==> src/rtl/led_bcd_feeder_pkg.sv <==
// Shared definitions for the LED BCD feeder.
// Holds the conversion sizes, the FSM state encoding, the LED register
// addresses and the status-word bit positions. It also provides small helper
// functions used by the feeder datapath.
package led_bcd_feeder_pkg;

  localparam int DIGITS      = 10;          // BCD digits held by the accumulator
  localparam int ITER        = 32;          // one shift per binary bit
  localparam int DISP_DIGITS = 8;           // digits the LED driver can show
  localparam int BCD_W       = DIGITS * 4;  // accumulator width
  localparam int BIN_W       = 32;          // binary operand width
  localparam int CNT_W       = 5;           // iteration counter width

  localparam logic [CNT_W-1:0] LAST_ITER = CNT_W'(ITER - 1);

  localparam logic ADDR_DIGIT  = 1'b0;
  localparam logic ADDR_STATUS = 1'b1;

  localparam int STAT_NEG_BIT = 0;
  localparam int STAT_OVF_BIT = 1;

  typedef enum logic [1:0] {
    ST_IDLE    = 2'd0,
    ST_CONV    = 2'd1,
    ST_WR_DIG  = 2'd2,
    ST_WR_STAT = 2'd3
  } state_t;

  // Any digit above the displayable range means the value does not fit.
  function automatic logic bcd_overflow(input logic [BCD_W-1:0] bcd);
    return |bcd[BCD_W-1:DISP_DIGITS*4];
  endfunction

  // Builds the status word from the overflow and sign flags.
  function automatic logic [31:0] status_word(input logic ovf, input logic neg);
    logic [31:0] w;
    w               = 32'h0000_0000;
    w[STAT_OVF_BIT] = ovf;
    w[STAT_NEG_BIT] = neg;
    return w;
  endfunction

endpackage

==> src/rtl/led_bcd_feeder_bcd_adjust_shift.sv <==
// One double-dabble step.
// Adds 3 to every BCD nibble that is 5 or more, then shifts the combined
// {bcd, bin} vector left by one bit. The step is purely combinational.
// Ports:
//   bcd_in  [39:0] : current BCD accumulator (10 digits)
//   bin_in  [31:0] : remaining binary bits, MSB shifts out next
//   bcd_out [39:0] : accumulator after adjust and shift
//   bin_out [31:0] : binary bits after the shift
module bcd_adjust_shift
  import led_bcd_feeder_pkg::*;
(
  input  logic [BCD_W-1:0] bcd_in,
  input  logic [BIN_W-1:0] bin_in,
  output logic [BCD_W-1:0] bcd_out,
  output logic [BIN_W-1:0] bin_out
);

  logic [BCD_W-1:0] adj_s;
  logic             unused_msb_s;

  // Per-digit add-3 correction so the following shift carries correctly in BCD.
  always_comb begin
    adj_s = '0;
    for (int d = 0; d < DIGITS; d++) begin
      if (bcd_in[d*4 +: 4] >= 4'd5) begin
        adj_s[d*4 +: 4] = bcd_in[d*4 +: 4] + 4'd3;
      end else begin
        adj_s[d*4 +: 4] = bcd_in[d*4 +: 4];
      end
    end
  end

  // The top accumulator bit never carries anything useful: 2^32-1 has a
  // leading digit of 4, so nothing is lost when it shifts out.
  assign unused_msb_s       = adj_s[BCD_W-1];
  assign {bcd_out, bin_out} = {adj_s[BCD_W-2:0], bin_in, 1'b0};

endmodule

==> src/rtl/led_bcd_feeder.sv <==
// LED BCD feeder.
// Converts a 32-bit binary value to packed BCD with a sequential double-dabble
// (one bit per cycle, 32 cycles). It then writes two words into the LED
// driver register file on back-to-back cycles:
//   - the digit word (address 0);
//   - the status word (address 1), which holds overflow in bit 1 and sign in
//     bit 0.
// Build option:
//   LED_BCD_SIGNED_EN treats Value as two's complement and reports the sign.
//   Without it, Value is unsigned and the sign bit is always 0.
// Ports:
//   Clock        : system clock, rising edge
//   Reset        : synchronous active-high reset
//   Start        : one-cycle convert request, honoured only when idle
//   Value [31:0] : operand, sampled on the edge that accepts Start
//   Busy         : high from the accepting edge until the second write ends
//   Done         : one-cycle pulse together with the status write
//   LED_WB       : LED driver write strobe
//   LED_Addr     : LED driver word address (0 digits, 1 status)
//   LED_WD[31:0] : LED driver write data
module led_bcd_feeder
  import led_bcd_feeder_pkg::*;
#(
  parameter logic [31:0] OVF_PATTERN = 32'hEEEE_EEEE
) (
  input  logic        Clock,
  input  logic        Reset,
  input  logic        Start,
  input  logic [31:0] Value,
  output logic        Busy,
  output logic        Done,
  output logic        LED_WB,
  output logic        LED_Addr,
  output logic [31:0] LED_WD
);

  state_t           state_r;
  state_t           state_nxt_s;
  logic [BIN_W-1:0] bin_r;
  logic [BCD_W-1:0] bcd_r;
  logic [CNT_W-1:0] cnt_r;
  logic             neg_r;

  logic [BIN_W-1:0] mag_s;
  logic             neg_in_s;
  logic [BCD_W-1:0] bcd_step_s;
  logic [BIN_W-1:0] bin_step_s;
  logic             ovf_s;

  // Operand magnitude and sign. In signed builds, 0x8000_0000 negates to
  // itself, which reads correctly as 2_147_483_648 when treated as unsigned.
`ifdef LED_BCD_SIGNED_EN
  always_comb begin
    if (Value[31]) begin
      mag_s = ~Value + 32'd1;
    end else begin
      mag_s = Value;
    end
    neg_in_s = Value[31];
  end
`else
  always_comb begin
    mag_s    = Value;
    neg_in_s = 1'b0;
  end
`endif

  bcd_adjust_shift u_step (
    .bcd_in  (bcd_r),
    .bin_in  (bin_r),
    .bcd_out (bcd_step_s),
    .bin_out (bin_step_s)
  );

  assign ovf_s = bcd_overflow(bcd_r);

  // State register.
  always_ff @(posedge Clock) begin
    if (Reset) begin
      state_r <= ST_IDLE;
    end else begin
      state_r <= state_nxt_s;
    end
  end

  // Next-state logic. Start is only looked at in IDLE, so requests made while
  // busy are dropped rather than queued.
  always_comb begin
    state_nxt_s = state_r;
    case (state_r)
      ST_IDLE: begin
        if (Start) begin
          state_nxt_s = ST_CONV;
        end else begin
          state_nxt_s = ST_IDLE;
        end
      end
      ST_CONV: begin
        if (cnt_r == LAST_ITER) begin
          state_nxt_s = ST_WR_DIG;
        end else begin
          state_nxt_s = ST_CONV;
        end
      end
      ST_WR_DIG:  state_nxt_s = ST_WR_STAT;
      ST_WR_STAT: state_nxt_s = ST_IDLE;
      default:    state_nxt_s = ST_IDLE;
    endcase
  end

  // Conversion datapath: load on accept, then one double-dabble step per CONV cycle.
  always_ff @(posedge Clock) begin
    if (Reset) begin
      bin_r <= '0;
      bcd_r <= '0;
      cnt_r <= '0;
      neg_r <= 1'b0;
    end else begin
      case (state_r)
        ST_IDLE: begin
          if (Start) begin
            bin_r <= mag_s;
            bcd_r <= '0;
            cnt_r <= '0;
            neg_r <= neg_in_s;
          end
        end
        ST_CONV: begin
          bin_r <= bin_step_s;
          bcd_r <= bcd_step_s;
          cnt_r <= cnt_r + 5'd1;
        end
        default: begin
          bin_r <= bin_r;
          bcd_r <= bcd_r;
          cnt_r <= cnt_r;
          neg_r <= neg_r;
        end
      endcase
    end
  end

  // Output decode from registered state only; nothing reaches the outputs
  // combinationally from Start or Value.
  always_comb begin
    Busy     = 1'b0;
    Done     = 1'b0;
    LED_WB   = 1'b0;
    LED_Addr = ADDR_DIGIT;
    LED_WD   = 32'h0000_0000;
    case (state_r)
      ST_IDLE: begin
        Busy = 1'b0;
      end
      ST_CONV: begin
        Busy = 1'b1;
      end
      ST_WR_DIG: begin
        Busy     = 1'b1;
        LED_WB   = 1'b1;
        LED_Addr = ADDR_DIGIT;
        if (ovf_s) begin
          LED_WD = OVF_PATTERN;
        end else begin
          LED_WD = bcd_r[DISP_DIGITS*4-1:0];
        end
      end
      ST_WR_STAT: begin
        Busy     = 1'b1;
        Done     = 1'b1;
        LED_WB   = 1'b1;
        LED_Addr = ADDR_STATUS;
        LED_WD   = status_word(ovf_s, neg_r);
      end
      default: begin
        Busy = 1'b0;
      end
    endcase
  end

endmodule
==> config.mk <==
export PLATFORM = sky130hd
export DESIGN_NAME = led_bcd_feeder
export DESIGN_NICKNAME = d
export VERILOG_FILES = /design/src/rtl/led_bcd_feeder_pkg.sv /design/src/rtl/led_bcd_feeder_bcd_adjust_shift.sv /design/src/rtl/led_bcd_feeder.sv
export SDC_FILE = /design/constraint.sdc
export NUM_CORES = 1
export LEC_CHECK = 0
export CORE_ASPECT_RATIO = 1.25
export CORE_MARGIN = 2
export CORE_UTILIZATION = 40
export DETAILED_ROUTE_END_ITERATION = 8
export PLACE_DENSITY_LB_ADDON = 0.25
export SYNTH_ARGS = -nofsm -noshare
export SYNTH_HDL_FRONTEND = slang
export SYNTH_SLANG_ARGS = --single-unit
==> constraint.sdc <==
create_clock -name Clock -period 1.68 [get_ports Clock]
set_clock_uncertainty 0.2 [all_clocks]
set_input_delay 0.336 -clock Clock [delete_from_list [all_inputs] [get_ports Clock]]
set_output_delay 0.336 -clock Clock [all_outputs]
set_load 0.05 [all_outputs]
==> Word level (Yosys, flattened, before mapping) <==
Cells that the tools add are included.
{ "classes": {"n_addsub": 11, "order_cmp": 10, "eq_ne": 5, "muxes": 24, "reduce_logical": 6} }
{ "ops": {"columns": ["cell", "n"], "rows": [
  ["32-bit case mux with 2 select lines", 2],
  ["40-bit case mux with 2 select lines", 1],
  ["32-bit 2-to-1 mux", 2],
  ["4-bit by 3-bit >= comparator with 1-bit output, second input constant", 10],
  ["40-bit 2-to-1 mux", 1],
  ["4-bit by 2-bit adder with 4-bit output, second input constant", 9],
  ["4-bit 2-to-1 mux", 9],
  ["5-bit case mux with 2 select lines", 1],
  ["2-bit case mux with 4 select lines", 1],
  ["8-bit OR reduction", 1],
  ["5-bit by 1-bit adder with 5-bit output, second input constant", 1],
  ["5-bit equality test, second input constant", 1],
  ["5-bit 2-to-1 mux", 1],
  ["2-bit equality test, second input constant", 2],
  ["3-bit by 2-bit adder with 3-bit output, second input constant", 1],
  ["1-bit 2-to-1 mux", 3],
  ["3-bit 2-to-1 mux", 1],
  ["3-bit OR reduction", 1],
  ["2-bit by 1-bit equality test with 1-bit output, second input constant", 1],
  ["2-bit zero test", 1],
  ["2-bit 2-to-1 mux", 1],
  ["2-bit inequality test, second input constant", 1],
  ["1-bit case mux with 2 select lines", 1],
  ["2-bit AND reduction", 1],
  ["other kinds (2)", 2]
]} }
{ "word_totals": {"register_bits": 79, "inputBits": 35, "out_inout_bits": 36, "wordCells": 60} }

==> Longest topological paths before layout <==
Gate-level depths: netlist (run 1).
{ "depth": {"ltp_word": 3, "mapped_depth": 6, "ltp_nobuf": 6} }

==> Cells and area by module <==
Synthesis (run 1) repeated with hierarchy kept, for this count alone.
{ "hier_totals": {"hier_cells": 585, "area_unflattened_um2": 4644.5} }
{ "by_module_without_submodules": {"columns": ["mod", "instances", "cells_per_inst", "area_each_um2", "seq_area_each_um2"], "rows": [
  ["led_bcd_feeder", 1, 395, 3399.5, 1581.5],
  ["bcd_adjust_shift", 1, 190, 1244.9, 0.0]
]} }

==> Worst setup path after synthesis (run 1) <==
No wires, ideal clock.
{ "synth_path": {"path_kind": "flip-flop to output port", "start": "register bcd_r[32]", "end": "output port LED_WD[13]", "arrival_ns": 2.128, "required_ns": 1.144, "setup_slack_ns": -0.984, "stages_incl_launch_ff": 6, "path_buffers": 1, "path_cell_list": "dfxtp_1 -> inv_1 -> ha_1 -> and3_4 -> buf_6 -> a21boi_0"} }
{ "synth_between": {"elab_chain_cells": 3} }
{ "synth_lines": {"columns": ["element", "line", "source"], "rows": [
  ["start, declared", "led_bcd_feeder.sv:40", "logic [BCD_W-1:0] bcd_r;"],
  ["start signal, assigned", "led_bcd_feeder.sv:130", "bcd_r <= bcd_step_s;"],
  ["start signal, assigned", "led_bcd_feeder.sv:135", "bcd_r <= bcd_r;"],
  ["8-bit OR reduction", "led_bcd_feeder_pkg.sv:31", "return |bcd[BCD_W-1:DISP_DIGITS*4];"],
  ["32-bit 2-to-1 mux", "led_bcd_feeder.sv:162", "if (ovf_s) begin"],
  ["32-bit case mux with 2 select lines", "led_bcd_feeder.sv:151", "case (state_r)"],
  ["end, declared", "led_bcd_feeder.sv:34", "output logic [31:0] LED_WD"]
]} }
No other way between the ends.

==> Worst setup path after layout (run 1) <==
{ "layout_path": {"start": "register bcd_r[34]", "end": "output port LED_WD[4]"} }
Same word-level chain as after synthesis.

==> results of run 1 <==
[cells in the final DEF, fill, tap and decap left out, types with 3 or more instances in the layout]
master           synthesis  final
nor2_1                 113    100
dfxtp_1                 79     66
buf_4                    8     48
buf_12                   0     43
a21oi_1                 44     35
clkdlybuf4s50_1          0     32
a22o_1                  29     29
nor3_1                  28     26
nor2b_1                 19     18
ha_1                    23     18
o21ai_0                 17     15
inv_1                   22     14
o21a_4                   0     14
nor4_1                  11     11
dfxtp_2                  0     11
nor2_4                   0     10
mux2i_1                 10     10
xnor2_1                 10     10
nand3_1                 10     10
clkbuf_16                0     10
and3_4                   1      9
nand2b_1                12      9
xor2_1                   9      9
inv_2                    0      8
a21boi_4                 0      7
a21oi_2                  0      7
nor2_2                   1      6
buf_6                    3      6
o21ai_1                  3      4
bufbuf_16                0      4
buf_8                    0      4
nand2b_4                 0      3
a22oi_1                  4      3
ha_4                     0      3
[how the worst max path moves through the flow]
stage | from | to | slack, ns | cells after the start
global route | bcd_r[34]$_SDFFE_PP0P_ | LED_WD[4] | -0.60 | 5
global placement | Start | bcd_r[34]$_SDFFE_PP0P_ | -0.74 | 5
floorplan | bcd_r[34]$_SDFFE_PP0P_ | LED_WD[12] | -0.17 | 4
detailed placement | Start | bcd_r[32]$_SDFFE_PP0P_ | -0.81 | 5
CTS | bcd_r[34]$_SDFFE_PP0P_ | LED_WD[28] | -0.59 | 5
finish | bcd_r[34]$_SDFFE_PP0P_ | LED_WD[4] | -0.56 | 5
[synth_stat cells, drive strengths merged]
library cell / n / area share
nand3b: 1 / 0.0017
dfxtp: 79 / 0.37
and2: 2 / 0.0029
mux2i: 10 / 0.023
and3: 10 / 0.016
nor3b: 2 / 0.0035
nor4: 12 / 0.019
nand2b: 12 / 0.017
clkbuf: 11 / 0.0096
or2: 2 / 0.0029
a22oi: 4 / 0.0070
and2b: 1 / 0.0017
inv: 22 / 0.019
a22o: 29 / 0.059
a21oi: 44 / 0.051
nand2: 1 / 0.00087
o21ai: 20 / 0.023
nand3: 11 / 0.014
nor2b: 19 / 0.028
or3b: 1 / 0.0020
ha: 23 / 0.067
nand4: 1 / 0.0015
xnor2: 10 / 0.020
a211oi: 2 / 0.0058
o21a: 16 / 0.028
buf: 28 / 0.041
mux2: 2 / 0.0052
a21boi: 7 / 0.012
nor2: 114 / 0.10
nor3: 28 / 0.032
o22a: 1 / 0.0020
xor2: 9 / 0.018
[flip-flops by register name, indices dropped and copies added, names as in the netlist, named ones only]
name and flops:
bin_r 32, bcd_r 40, cnt_r 5, state_r 1
[routing by layer]
| layer | global-route usage | part of all wire | up-vias |
|---|---|---|---|
| li1 | - | - | 2063 |
| met5 | 0 | 0 | - |
| met1 | 0.234 | 0.41 | 1956 |
| met2 | 0.371 | 0.52 | 147 |
| met4 | 0.0871 | 0.025 | 0 |
| met3 | 0.0280 | 0.047 | 26 |
[where the power goes]
group	switching (mW)	total, mW	internal, mW
clock network	0.780	1.82	1.04
registers	0.0532	2.01	1.96
logic	0.333	0.653	0.320
total	1.17	4.48	3.32
[stage by stage]
step / TNS, ns / std cells / area (µm²) / util / hold slack, ns
2_1_floorplan: -2.33 / 534 / 4550 / - / 0.251
3_3_place_gp: -36.48 / 753 / 6000 / 0.568 / 0.265
3_5_place_dp: -39.50 / 753 / 6000 / 0.568 / 0.275
4_1_cts: -19.85 / 781 / 6660 / 0.630 / 0.283
5_1_grt: -19.85 / 786 / 6910 / 0.654 / 0.305
6_report: -17.43 / 786 / 6910 / 0.654 / 0.277
[repair_timing]
| action | 4_1_cts | 5_1_grt |
|---|---|---|
| setup buffers | 6 | 3 |
| pin swaps | 21 | 10 |
| resized for setup | 52 | 49 |
| hold endpoints to repair | 0 | 0 |
| gates cloned | 6 | 2 |
| setup endpoints to repair | 89 | 98 |
[critical path, delay by kind of cell, from the launching register on]
family / cells / cell delay (ns)
flops: 1 / 0.33
simple gates: 3 / 0.76
buf+inv: 2 / 0.27
[cells by family (layout without fill, tap and decap cells)]
group | after synthesis | in the layout
compound gates | 123 | 123
xor+xnor | 19 | 19
fa+ha+maj | 23 | 23
buf+inv | 61 | 179
flops | 79 | 79
mux | 12 | 12
simple gates | 217 | 219
[cell type report]
type	count	area share
clock buffer	11	0.0351
clock inverter	5	0.00489
inverter	22	0.0119
multi-input combinational	396	0.422
sequential	79	0.232
tap	132	0.0239
timing repair buffer	141	0.270
==> summary.md, run 1 <==
| Metric | Value |
|---|---|
| Outcome | `finished with violations` |
| Failing checks | `setup timing` |
| Initial Util | `0.409` |
| Fillers | `819` |
| Worst setup margin | `-0.559 ns` |
| Peak supply drop | `0.502 mV` |
| Critical path's slowest cell | `dfxtp_2` |
| RSZ-0062 raised after global routing | `true` |
| CP Max Fanout | `13` |
| GRT overflow | `0` |
| HP Start | `bcd_r[9]$_SDFFE_PP0P_` |
| Synthesized-area fraction occupied by adder cells | `0.0667` |
| IO Port Bufs | `70` |
| Setup-failing EPs final | `48` |
| Power density cells | `649 mW/mm²` |
| Total number of vias | `4192` |
| Rel. slew slack | `0.700` |
| Syn avg cell area | `8.08 µm²` |
| Total chip power | `4.48 mW` |
| Antenna diode count | `0` |
| First-pass GRT wire length | `19.4 mm` |
| Largest net degree at the start of global routing | `43` |
| Flop2flop setup slack | `-0.08 ns` |
| DRC Markers | `0` |
| Multi-input gate area | `0.00292 mm²` |
| Arrival @ worst endpoint | `1.70 ns` |
| CTS tree | `built` |
| Die area | `0.0116 mm²` |
| Number of vias per cell | `5.33` |
| Post-Syn Nets | `592` |
| Vias in the first global route | `4188` |
| LEAKAGE | `2.76 nW` |
| Setup WS pre-CTS | `-0.814 ns` |
| Slew at the pin closest to its max-slew limit | `0.450 ns` |
| Final nets | `707` |
| Register-to-Register Path Depth | `7` |
| Max Clock Freq | `447 MHz` |
| Antenna-violating nets left | `0` |
| Hold Path Cell Cnt | `1` |
| Hold Buf Count CTS | `0` |
| Initial antenna violation count | `0` |
| Fin. max-slew vios | `0` |
| Clock Pin Slew Worst Setup and Hold Paths | `0.06 ns` |
| Reg area | `0.00160 mm²` |
| Die height | `120 µm` |
| CP peak stage delay | `0.33 ns` |
| DR WL/cell | `15.5 µm` |
| Post-DP HPWL | `7.38 mm` |
| CP cell instances | `nor4_4 -> and3_4 -> buf_12 -> and3_4 -> buf_12` |
| Placer Congestion | `0.780` |
| Kind of start point of the critical path | `flip-flop` |
| IO Pins | `71` |
| GRT Util Overall | `0.202` |
| Hold WC Path Type | `reg -> reg` |
| Sequential element share of the synthesized area | `0.366` |
| Synth Instances | `534` |
| CTS Buf Count | `9` |
| Post-synthesis mux area share | `0.0284` |
| Area grow syn2layout | `60.1%` |
| Crit Path Class | `reg -> out` |
| Initial DRC count | `145` |
| Xor/xnor share of the synthesized area | `0.0386` |
| Syn. warnings | `0` |
| Core area | `0.0106 mm²` |
| Hold EP | `bcd_r[9]$_SDFFE_PP0P_` |
| Critical Path End Type | `output pin` |
| Mapped cell area | `0.00432 mm²` |
| Total clock sinks | `79` |
| Synth Area in Compound Gates | `0.188` |
| Maximum buffer depth of the clock tree | `2` |
| Die X | `96.9 µm` |
| Yosys reg bits | `79` |
| Count of cell types in the netlist | `41` |
| Fin crit share | `1.33` |
| Worst path required time | `1.14 ns` |
| Tmin final | `2.24 ns` |
| DR pass1 iterations | `4` |
| Rows | `42` |
| Max-cap viol count | `0` |
| Share of cells above drive strength 1 | `0.346` |
| Reg2reg end | `bin_r[1]$_SDFFE_PP0P_` |
| Final Hold Viols | `0` |
| Largest family of logic cells by synthesized area | `simple AND/OR/NAND/NOR gates` |
| H-Tree Depth | `3` |
| Root Driver | `clkbuf_16` |
| Latest clock arrival within the worst-skew pair | `0.33 ns` |
| Post-Route WL | `12.2 mm` |
| Simple-gate share of the synthesized area | `0.243` |
Power figures use the tool's default switching activity.
==> run 2, diff against run 1 <==
- CAP_MARGIN: not set -> 20
==> summary.md, run 2 (synthesis gave the netlist of run 1 again) <==
| Metric | Value |
|---|---|
| Final Hold Viols | `0` |
| Fin cells | `787` |
| Multi-input gate area | `0.00296 mm²` |
| Most frequent cells in the layout | `100 x nor2_1, 66 x dfxtp_1, 49 x buf_4, 42 x buf_12, 33 x a21oi_1` |
| Net switching power | `1.17 mW` |
| Core area | `0.0106 mm²` |
| Max-cap viol count | `0` |
| Cell area after layout | `0.00700 mm²` |
| Post-DP HPWL | `7.50 mm` |
| DR pass1 iterations | `4` |
| Reg area | `0.00160 mm²` |
| Hold WC Path Type | `reg -> reg` |
| Worst setup margin | `-0.571 ns` |
| Failing checks | `setup timing` |
| Total chip power | `4.65 mW` |
| Die X | `96.9 µm` |
| Max Clock Freq | `444 MHz` |
| Largest register FFs | `40` |
| Dpl cells | `755` |
| Flop2flop setup slack | `-0.09 ns` |
| HP Start | `bcd_r[9]$_SDFFE_PP0P_` |
| Fin crit share | `1.34` |
| Arrival @ worst endpoint | `1.72 ns` |
| Placer Congestion | `0.780` |
| GRT Util Overall | `0.197` |
| Initial DRC count | `185` |
| Power share of the clock group | `0.424` |
| DR WL met3 | `528 µm` |
| First-pass GRT wire length | `19.1 mm` |
| Rel. slew slack | `0.699` |
| Rows | `42` |
| IO Pins | `71` |
| IO Port Bufs | `70` |
| Worst path required time | `1.14 ns` |
| Setup-failing EPs final | `50` |
| Commonest non-fill, non-tap cell in the layout | `nor2_1` |
| GRT overflow | `0` |
| Largest Register | `bcd_r` |
| Die height | `120 µm` |
| Top flop regs | `bcd_r x40, bin_r x32, cnt_r x5` |
| H-Tree Depth | `3` |
| Final nets | `708` |
| Largest net degree at the start of global routing | `43` |
| Area grow syn2layout | `62.3%` |
| Total clock sinks | `79` |
| Latest clock arrival within the worst-skew pair | `0.34 ns` |
| Hold Buf Count CTS | `0` |
| LEAKAGE | `2.80 nW` |
| Outcome | `finished with violations` |
| Setup WS pre-CTS | `-0.496 ns` |
| Clock Pin Slew Worst Setup and Hold Paths | `0.06 ns` |
| Sw Ratio | `0.251` |
| Post-Route WL | `12.2 mm` |
| Kind of start point of the critical path | `flip-flop` |
| Reg2reg end | `bin_r[2]$_SDFFE_PP0P_` |
| CP Max Fanout | `13` |
| Vias in the first global route | `4075` |
| Fin. max-slew vios | `0` |
| Seq pwr share | `0.432` |
| DRC Markers | `0` |
| Critical Path End Type | `output pin` |
| Wl on met1 | `5.16 mm` |
| Top Layer Used | `met4` |
| Slew at the pin closest to its max-slew limit | `0.452 ns` |
| Worst hold slack | `0.278 ns` |
| Met2 wire len | `6.23 mm` |
| Tmin final | `2.25 ns` |
| Number of vias per cell | `5.34` |
| RSZ-0062 raised after global routing | `true` |
| Maximum buffer depth of the clock tree | `2` |
| Register-to-Register Path Depth | `7` |
| Fillers | `798` |
| Initial Util | `0.409` |
| Peak supply drop | `0.630 mV` |
| Antenna-violating nets left | `0` |
| CTS tree | `built` |
| Power density cells | `664 mW/mm²` |
| DR WL/cell | `15.5 µm` |
| Hold EP | `bcd_r[9]$_SDFFE_PP0P_` |
| CTS Buf Count | `9` |
| Initial antenna violation count | `0` |
| Internal power | `3.48 mW` |
| Placement Cell Area | `0.00603 mm²` |
| Total number of vias | `4199` |
| Antenna diode count | `0` |
| Crit Path Class | `reg -> out` |
| Root Driver | `clkbuf_16` |
| Die area | `0.0116 mm²` |
| Hold Path Cell Cnt | `1` |
| Combinational power share | `0.143` |
| Share of cells above drive strength 1 | `0.365` |
run 2: cell types whose count changed in the layout (fill, tap and decap cells not counted), sizes merged:
cell,previous run,this run
inv,22,23
bufinv,0,1
buf,103,105
nor2,116,114
clkinvlp,2,1
clkbuf,12,13
clkinv,3,2
run 2: how the worst max path moves through the flow:
stage	start	endpoint	slack, ns	cells past startpoint
finish	bcd_r[34]$_SDFFE_PP0P_	LED_WD[16]	-0.57	5
global route	bcd_r[34]$_SDFFE_PP0P_	LED_WD[16]	-0.62	5
CTS	bcd_r[34]$_SDFFE_PP0P_	LED_WD[20]	-0.60	5
detailed placement	Start	bin_r[4]$_SDFFE_PP0P_	-0.50	6
global placement	Start	bcd_r[34]$_SDFFE_PP0P_	-0.74	5
floorplan	bcd_r[34]$_SDFFE_PP0P_	LED_WD[12]	-0.17	4
run 2: timing repair:
action,CTS,global route
gates resized for setup,57,65
endpoints found under the setup margin,76,98
endpoints found under the hold margin,0,0
setup buffers,7,3
pin swaps,5,23
gates cloned,5,2
run 2: metrics by stage:
step                      TNS (ns)   util
after floorplan              -2.33      -
after global placement      -36.48  0.568
after detailed placement    -25.71  0.571
after CTS                   -17.71  0.634
after global routing        -21.11  0.663
final                       -17.84  0.663
run 2: final cells by class:
class	instances	area share
Clock buffer	11	0.0347
Clock inverter	5	0.00804
Inverter	22	0.0118
Multi-Input combinational cell	394	0.422
Sequential cell	79	0.229
Tap cell	132	0.0236
Timing Repair Buffer	144	0.271
run 2: worst max-delay path, stage by stage (launching register included):
cell and delay [ns]:
dfxtp_2 0.33, nor4_4 0.30, and3_4 0.26, buf_12 0.14
and3_2 0.21, buf_12 0.13
run 2: power by group through the flow:
stage                     logic (mW)  clock network, mW  registers (mW)
after detailed placement       0.522                  0            2.05
after global placement         0.502                  0            2.04
after global routing           0.725               2.08            2.02
after CTS                      0.606               1.99            2.01
final                          0.667               1.97            2.01
after floorplan                0.346                  0            2.04
run 2: layer usage:
metal  global-route usage  vias to the layer above
li1                     -                     2064
met1                0.236                     1995
met2                0.355                      117
met3               0.0355                       23
met4               0.0669                        0
met5                    0                        -
